<file path="config.mk">
export PLATFORM = sky130hd
export DESIGN_NAME = rf_multiport
export DESIGN_NICKNAME = d
export VERILOG_FILES = /design/src/rtl/rf_pkg.sv /design/src/rtl/rf_wr_merge.sv /design/src/rtl/rf_multiport.sv
export SDC_FILE = /design/constraint.sdc
export NUM_CORES = 1
export LEC_CHECK = 0
export CAP_MARGIN = 20
export CORE_MARGIN = 2
export CORE_UTILIZATION = 25
export CTS_CLUSTER_DIAMETER = 100
export CTS_CLUSTER_SIZE = 8
export DETAILED_ROUTE_END_ITERATION = 7
export PLACE_DENSITY = 0.47
export SYNTH_ARGS = -nofsm -noshare
export SYNTH_HDL_FRONTEND = slang
export SYNTH_HIERARCHICAL = 1
export SYNTH_SLANG_ARGS = --single-unit
</file>
<file path="constraint.sdc">
create_clock -name clk -period 9.06 [get_ports clk]
set_clock_uncertainty 0.05 [all_clocks]
set_input_delay 1.812 -clock clk [delete_from_list [all_inputs] [get_ports clk]]
set_output_delay 1.812 -clock clk [all_outputs]
set_load 0.03 [all_outputs]
</file>
<file path="src/rtl/rf_pkg.sv">
// Shared encodings for the multiport register file: write modes and
// clear-sweep controller states.
package rf_pkg;

    typedef enum logic [1:0] {
        WM_FULL = 2'b00,
        WM_LO   = 2'b01,
        WM_HI   = 2'b10,
        WM_RSVD = 2'b11
    } wr_mode_e;

    typedef enum logic {
        ST_IDLE  = 1'b0,
        ST_CLEAR = 1'b1
    } state_e;

endpackage

</file>
<file path="src/rtl/rf_wr_merge.sv">
// Combinational merge of an existing entry with write data according to the
// write mode; shared by the array write and the read bypass path.
module rf_wr_merge
    import rf_pkg::*;
#(
    parameter int DATA_W = 32
) (
    input  logic [DATA_W-1:0] old_val,
    input  logic [DATA_W-1:0] wr_data,
    input  logic [1:0]        wr_mode,
    output logic [DATA_W-1:0] new_val
);

    localparam int HALF_W = DATA_W / 2;

    // Half modes always source the low half of wr_data.
    always_comb begin
        new_val = old_val;
        case (wr_mode)
            WM_FULL: new_val = wr_data;
            WM_LO:   new_val[HALF_W-1:0] = wr_data[HALF_W-1:0];
            WM_HI:   new_val[DATA_W-1:HALF_W] = wr_data[HALF_W-1:0];
            default: new_val = old_val;
        endcase
    end

endmodule

</file>
<file path="src/rtl/rf_multiport.sv">
// Parametrised register file with NRD registered read ports, half-word writes,
// write-to-read bypass and a sequential clear sweep.
module rf_multiport
    import rf_pkg::*;
#(
    parameter int DATA_W = 32,
    parameter int ADDR_W = 4,
    parameter int NRD    = 3
) (
    input  logic                  clk,
    input  logic                  reset,
    input  logic [NRD-1:0]        rd_en,
    input  logic [NRD*ADDR_W-1:0] rd_addr,
    output logic [NRD*DATA_W-1:0] rd_data,
    input  logic                  wr_en,
    input  logic [1:0]            wr_mode,
    input  logic [ADDR_W-1:0]     wr_addr,
    input  logic [DATA_W-1:0]     wr_data,
    input  logic                  clr_req,
    output logic                  busy,
    output logic                  wr_drop
);

    localparam int DEPTH = 2 ** ADDR_W;

    logic [DATA_W-1:0] mem [DEPTH];
    state_e            state, next_state;
    logic [ADDR_W-1:0] idx, next_idx;
    logic              wr_valid;
    logic [DATA_W-1:0] merged;
    logic [DATA_W-1:0] rd_next [NRD];

    assign busy     = (state == ST_CLEAR);
    assign wr_valid = wr_en && (state == ST_IDLE) && (wr_mode != WM_RSVD);

    rf_wr_merge #(.DATA_W(DATA_W)) u_merge (
        .old_val (mem[wr_addr]),
        .wr_data (wr_data),
        .wr_mode (wr_mode),
        .new_val (merged)
    );

    always_ff @(posedge clk) begin
        if (reset) begin
            state <= ST_CLEAR;
            idx   <= '0;
        end else begin
            state <= next_state;
            idx   <= next_idx;
        end
    end

    // A clear request restarts the sweep from entry 0 in either state.
    always_comb begin
        next_state = state;
        next_idx   = idx;
        case (state)
            ST_IDLE: begin
                if (clr_req) begin
                    next_state = ST_CLEAR;
                    next_idx   = '0;
                end
            end
            ST_CLEAR: begin
                if (clr_req) begin
                    next_idx = '0;
                end else if (idx == {ADDR_W{1'b1}}) begin
                    next_state = ST_IDLE;
                    next_idx   = '0;
                end else begin
                    next_idx = idx + ADDR_W'(1);
                end
            end
            default: begin
                next_state = ST_CLEAR;
                next_idx   = '0;
            end
        endcase
    end

    // The array is left untouched during the reset cycle itself.
    always_ff @(posedge clk) begin
        if (!reset) begin
            if (state == ST_CLEAR) begin
                mem[idx] <= '0;
            end else if (wr_valid) begin
                mem[wr_addr] <= merged;
            end
        end
    end

    always_comb begin
        for (int k = 0; k < NRD; k++) begin
            rd_next[k] = '0;
            if (state == ST_IDLE) begin
                if (wr_valid && (wr_addr == rd_addr[k*ADDR_W +: ADDR_W])) begin
                    rd_next[k] = merged;
                end else begin
                    rd_next[k] = mem[rd_addr[k*ADDR_W +: ADDR_W]];
                end
            end
        end
    end

    always_ff @(posedge clk) begin
        if (reset) begin
            rd_data <= '0;
            wr_drop <= 1'b0;
        end else begin
            wr_drop <= wr_en && ((state == ST_CLEAR) || (wr_mode == WM_RSVD));
            for (int k = 0; k < NRD; k++) begin
                if (rd_en[k]) begin
                    rd_data[k*DATA_W +: DATA_W] <= rd_next[k];
                end
            end
        end
    end

endmodule

</file>
==> impl_metrics.csv, run 1 <==
group,metric,value,unit
place,port_buffers,154,
floorplan,fp.dieW,394.1,um
layout,fillers,14991,
clocking,numCtsBuffers,87,
clocking,cts.repair.resized,0,
setup_path,cp_max_fo,58,
timing,slew_violations,0,
synthesis,yosysMostFrequentCell,"edfxtp_1",
flow_run,cap_violations,0,
power_and_ir_drop,powerDensity,160.2,mW/mm^2
timing,fmax,203.2,MHz
timing,rsz0062_at_grt,"false",
global_routing,grt-ovfl-total,0,
route,num_vias,28442,
power_and_ir_drop,power_frac_seq,0.430,
floorplan,num_rows,143,
timing,fin_setup_tns,0,ps
synthesis,syn_area,0.03804,sq mm
min_path,hold_depth,2,
route,viasPerCell,6.106,
place,placedInstanceArea,0.04162,sq mm
synthesis,synth_top_area_frac,0.4042,
run_status,status,"completed",
synthesis,ys_types,46,
layout,nNetsFinal,2611,
floorplan,fp.coreArea,0.1515,sq mm
floorplan,io-pin-count,155,
synthesis,yosysSeqAreaShare,0.4579,
clocking,cts.sinks,614,
power_and_ir_drop,p_sw,1.892,mW
setup_path,end_kind,"flop",
timing,report.final.hold_viol_count,0,
synthesis,synth-seq-cells,614,
global_routing,grt_max_degree,82,
clocking,clockBufferDepth,3,
power_and_ir_drop,p_sw_frac,0.2671,
synthesis,syn_avg_cell_area,15.20,sq um
power_and_ir_drop,leakage,14.56,nW
synthesis,synthTopCellsByArea,"edfxtp_1 (40%), mux4_2 (27%), mux2i_1 (5.6%)",
place,place_congestion,0.8405,
setup_path,crit_path_start_kind,"input port",
power_and_ir_drop,power.share.combinational,0.118,
route,postRouteAntennaNets,0,
timing,max-slew-margin-rel,0.1773,
global_routing,grt_use_total,0.2121,
timing,fin_crit,4922,ps
clocking,clk_pin_slew_worst_paths,50,ps
timing,finalSetupViolCount,0,
power_and_ir_drop,power_frac_clock,0.451,
clocking,tritoncts,"built",
power_and_ir_drop,ir_drop,0.1201,mV
clocking,cts_setup_buffers,0,
floorplan,die_h,394.1,um
setup_path,cp.arrival,5170,ps
synthesis,synthCells,2502,
clocking,holdBufCountCts,0,
route,drc_errors,0,
floorplan,die_area,0.1553,sq mm
setup_path,rr_worst_depth,5,
layout,fin_util,0.2918,
route,wl_per_cell,36.53,um
global_routing,grt_pass1_wl,232000,um
setup_path,crit_required,9300,ps
place,dp_hpwl,100700,um
layout,design_area,0.04422,sq mm
setup_path,critical_path_class,"in -> reg",
timing,tightest_slew,1200,ps
route,wirelength,170200,um
route,dr.pass1.iters,6,
layout,drive_gt1_frac,0.2803,
synthesis,syn_nets,2560,
route,first_iter_violations,3696,
synthesis,async_flop_share,0,
timing,finalCritPeriodShare,0.5433,
clocking,cts_root_buffer,"clkbuf_16",
layout,syn2layout_area_growth,16.25,%
clocking,clk_latency,680,ps
synthesis,synth_common_cells,"edfxtp_1 (512), mux4_2 (448), mux2i_1 (212)",
global_routing,grt_pass1_vias,28346,
synthesis,ys.flop_type,"edfxtp_1",
floorplan,start_util,0.2510,
synthesis,synth_edf_count,512,
power_and_ir_drop,internal_power,5.191,mW
synthesis,ys_warn_count,6,
synthesis,synth_largest_area_cell,"edfxtp_1",
clocking,cts_max_level,3,
min_path,min_path_type,"reg -> reg",
global_routing,antenna_found_initial,12,
## flip-flops by register name, indices dropped and copies added (netlist names)
name	flops
mem	512
wr_drop	1
idx	4
busy	1
rd_data	96
## power groups by stage
| stage | Combinational (mW) | Sequential [mW] | Clock (mW) |
|---|---|---|---|
| final | 0.837 | 3.05 | 3.20 |
| after global placement | 0.810 | 3.10 | 0 |
| after detailed placement | 0.816 | 3.11 | 0 |
| after global routing | 0.854 | 3.05 | 3.34 |
| after floorplan | 0.501 | 3.10 | 0 |
| after CTS | 0.818 | 3.05 | 3.24 |
## metrics by stage
stage / instances / hold WS [ps] / power, mW / setup slack [ps]
after floorplan: 2502 / 478.6 / 3.603 / 4407
after global placement: 4491 / 463.4 / 3.915 / 3609
after detailed placement: 4493 / 464.3 / 3.922 / 3582
after CTS: 4655 / 472.9 / 7.108 / 4292
after global routing: 4656 / 487.1 / 7.242 / 4083
final: 4658 / 466.3 / 7.083 / 4138
## layout make-up
| type | count | area, sq um | area share |
|---|---|---|---|
| clock inverters | 7 | 90.09 | 0.002037 |
| inverters | 3 | 11.26 | 0.0002547 |
| flip-flops and latches | 614 | 17420 | 0.3939 |
| diodes | 2 | 5.005 | 0.0001132 |
| repair buffers | 240 | 2208 | 0.04994 |
| well taps | 2030 | 2540 | 0.05744 |
| clock buffers | 155 | 2496 | 0.05645 |
| multi-input cells | 1607 | 19450 | 0.4399 |
## cell families after synthesis
kind of cell / Yosys count / share of synthesized area
and+or+nand+nor: 307 / 0.04799
muxes: 677 / 0.3275
DFF: 614 / 0.4579
xor gates and xnor gates: 13 / 0.002993
AOI/OAI and AO/OA: 609 / 0.1264
buffers and inverters: 281 / 0.03691
adders and majority gates: 1 / 0.0003289
## cell usage in the layout, fill, tap and decap left out, types with 23 or more instances in the layout
| master | count |
|---|---|
| mux4_2 | 448 |
| nand2_1 | 23 |
| mux2i_1 | 212 |
| clkbuf_16 | 90 |
| dfxtp_1 | 102 |
| a221oi_1 | 165 |
| and2_1 | 32 |
| a221oi_2 | 27 |
| clkbuf_1 | 65 |
| clkdlybuf4s50_1 | 132 |
| nand2b_1 | 194 |
| o31ai_1 | 96 |
| a21boi_0 | 74 |
| buf_4 | 84 |
| edfxtp_1 | 512 |
| a21oi_1 | 99 |
| a22o_1 | 96 |
## worst max-delay path: stages
cell and delay, ps:
buf_6 380, buf_4 860, a31oi_1 560, nor2_4 860, buf_4 570
## path summary, 6_finish.rpt
kind	start	end	slack (ps)
max	wr_addr[1]	mem[11][29]$_DFFE_PP_	4140
min	rd_data[35]$_SDFFE_PP0P_	rd_data[35]$_SDFFE_PP0P_	470
max reg2reg	busy$_SDFF_PP1_	mem[11][29]$_DFFE_PP_	5220
min reg2reg	rd_data[35]$_SDFFE_PP0P_	rd_data[35]$_SDFFE_PP0P_	470
## per-layer routing
metal  GRT usage  wire, um  up-vias
li1            -         -    10796
met3     0.07271     21200      459
met5           0        27        -
met2      0.3185     74530     2257
met1      0.2792     67100    14926
met4     0.08498      7315        4
Power figures use the tool's default switching activity.
==> run 2, diff against run 1 <==
clock period = 4.7 ns   (was 9.06 ns; I/O delays follow)
==> run 2 against run 1 <==
Against the previous run: via count rose by 0.60%; worst hold slack barely moved; global-route usage rose by 0.13 points; total power rose by 93%; critical path type is now reg -> out; final area rose by 1.8%; flip-flop and latch count did not move; register-to-register slack got worse by 3600 ps; core utilization rose by 0.52 points; sequential power rose by 93%.
==> impl_metrics.csv, run 2 (synthesized netlist as in run 1, its figures left out) <==
group,metric,value,unit
run_status,status,"completed",
layout,reg_top3,"mem x512, rd_data x96, idx x4",
place,dp_hpwl,107500,um
power_and_ir_drop,leakage,14.96,nW
route,met1_length,69110,um
min_path,min_path_type,"reg -> reg",
floorplan,io-pin-count,155,
layout,design_area,0.04501,sq mm
power_and_ir_drop,ir_drop,0.2318,mV
global_routing,grt-ovfl-total,0,
setup_path,cp_top_family,"flip-flops",
route,num_vias,28613,
timing,fin_crit,3414,ps
flow_run,cap_violations,0,
route,postRouteAntennaNets,0,
timing,fin_ws,1286,ps
setup_path,crit_path_start_kind,"flop",
timing,finalSetupViolCount,0,
setup_path,critPathBufInv,1,
route,wirelength,170100,um
route,wl_met3,20970,um
place,post-place-ws,796.9,ps
setup_path,crit_chain,"clkdlybuf4s50_1",
clocking,cts_root_buffer,"clkbuf_16",
power_and_ir_drop,powerDensity,303.1,mW/mm^2
floorplan,die_h,394.1,um
setup_path,rr_endpoint,"mem[3][17]$_DFFE_PP_",
setup_path,rr_worst_depth,6,
clocking,tritoncts,"built",
route,wl_met2,73200,um
global_routing,grt_max_degree,70,
setup_path,crit_required,3710,ps
global_routing,grt_pass1_vias,28475,
layout,fillers,14946,
floorplan,fp.coreArea,0.1515,sq mm
clocking,cts.sinks,614,
timing,finalCritPeriodShare,0.7264,
route,wl_per_cell,36.04,um
timing,tightest_slew,1067,ps
timing,fmax,292.9,MHz
global_routing,grt_pass1_wl,233600,um
min_path,min_to,"rd_data[5]$_SDFFE_PP0P_",
clocking,cts.repair.resized,0,
route,drc_errors,0,
global_routing,grt_use_total,0.2134,
floorplan,fp.dieW,394.1,um
timing,holdWs,466.7,ps
timing,slew_violations,0,
layout,largest-register,"mem",
setup_path,cpMaxStageDelayCell,"dfxtp_1",
route,first_iter_violations,3985,
setup_path,r2r-start,"busy$_SDFF_PP1_",
clocking,cts_setup_buffers,0,
place,placedInstanceArea,0.04244,sq mm
floorplan,die_area,0.1553,sq mm
setup_path,reg2reg_slack,1570,ps
min_path,hold_depth,2,
layout,drive_gt1_frac,0.2976,
layout,largest_register_ffs,512,
setup_path,end_kind,"output pin",
timing,rsz0062_at_grt,"false",
layout,multiInputGateArea,0.01945,sq mm
place,port_buffers,154,
clocking,numCtsBuffers,87,
floorplan,num_rows,143,
setup_path,critical-path-max-stage-delay,960,ps
route,viasPerCell,6.062,
route,top_layer,"met5",
route,dr.pass1.iters,5,
timing,fin_setup_tns,0,ps
layout,regArea,0.01742,sq mm
floorplan,start_util,0.2510,
layout,final_cell_mix,"edfxtp_1 (512), mux4_2 (448), mux2i_1 (210)",
layout,syn2layout_area_growth,18.33,%
setup_path,cp_max_fo,16,
setup_path,cp.arrival,2420,ps
layout,final_common_cell,"edfxtp_1",
power_and_ir_drop,power.total,13.64,mW
timing,report.final.hold_viol_count,0,
clocking,clk_pin_slew_worst_paths,50,ps
min_path,min_from,"rd_data[5]$_SDFFE_PP0P_",
setup_path,critical_path_class,"reg -> out",
global_routing,antenna_found_initial,20,
clocking,cts_max_level,3,
place,place_congestion,0.8489,
clocking,holdBufCountCts,0,
layout,nNetsFinal,2674,
timing,max-slew-margin-rel,0.2869,
clocking,clockBufferDepth,3,
clocking,clk_latency,680,ps
==> run 2: layer usage <==
layer / track usage / vias to the layer above
li1: - / 10928
met1: 0.2963 / 15042
met2: 0.3130 / 2258
met3: 0.06391 / 379
met4: 0.07731 / 6
met5: 0 / -
==> run 2: metrics by stage <==
stage / instances / utilization
6_report: 4720 / 0.2970
4_1_cts: 4718 / 0.2970
3_5_place_dp: 4557 / 0.2800
2_1_floorplan: 2502 / -
3_3_place_gp: 4557 / 0.2800
5_1_grt: 4718 / 0.2970
==> run 2: area by class of cell <==
class                      instances  area share
clock buffer                     155     0.05521
multi-input combinational       1607      0.4322
timing repair buffer             303     0.06702
inverter                           3   0.0002502
antenna                            2   0.0001112
tap                             2030     0.05643
clock inverter                     6    0.001807
sequential                       614      0.3870
==> run 2: power breakdown <==
part | total [mW] | switching [mW] | internal [mW] | leakage (nW)
Clock | 6.10 | 2.54 | 3.56 | 1.22
Sequential | 5.88 | 0.0298 | 5.85 | 6.27
Combinational | 1.67 | 1.04 | 0.629 | 7.47
Total | 13.6 | 3.61 | 10.0 | 15.0
==> run 2: worst max path at each step <==
| stage | from | end | slack, ps | cells past startpoint |
|---|---|---|---|---|
| floorplan | wr_addr[1] | mem[2][0]$_DFFE_PP_ | 920 | 6 |
| global placement | wr_addr[1] | rd_data[42]$_SDFFE_PP0P_ | 810 | 7 |
| detailed placement | wr_en | mem[2][16]$_DFFE_PP_ | 800 | 6 |
| CTS | busy$_SDFF_PP1_ | busy | 1240 | 1 |
| global route | busy$_SDFF_PP1_ | busy | 1190 | 1 |
| finish | busy$_SDFF_PP1_ | busy | 1290 | 1 |
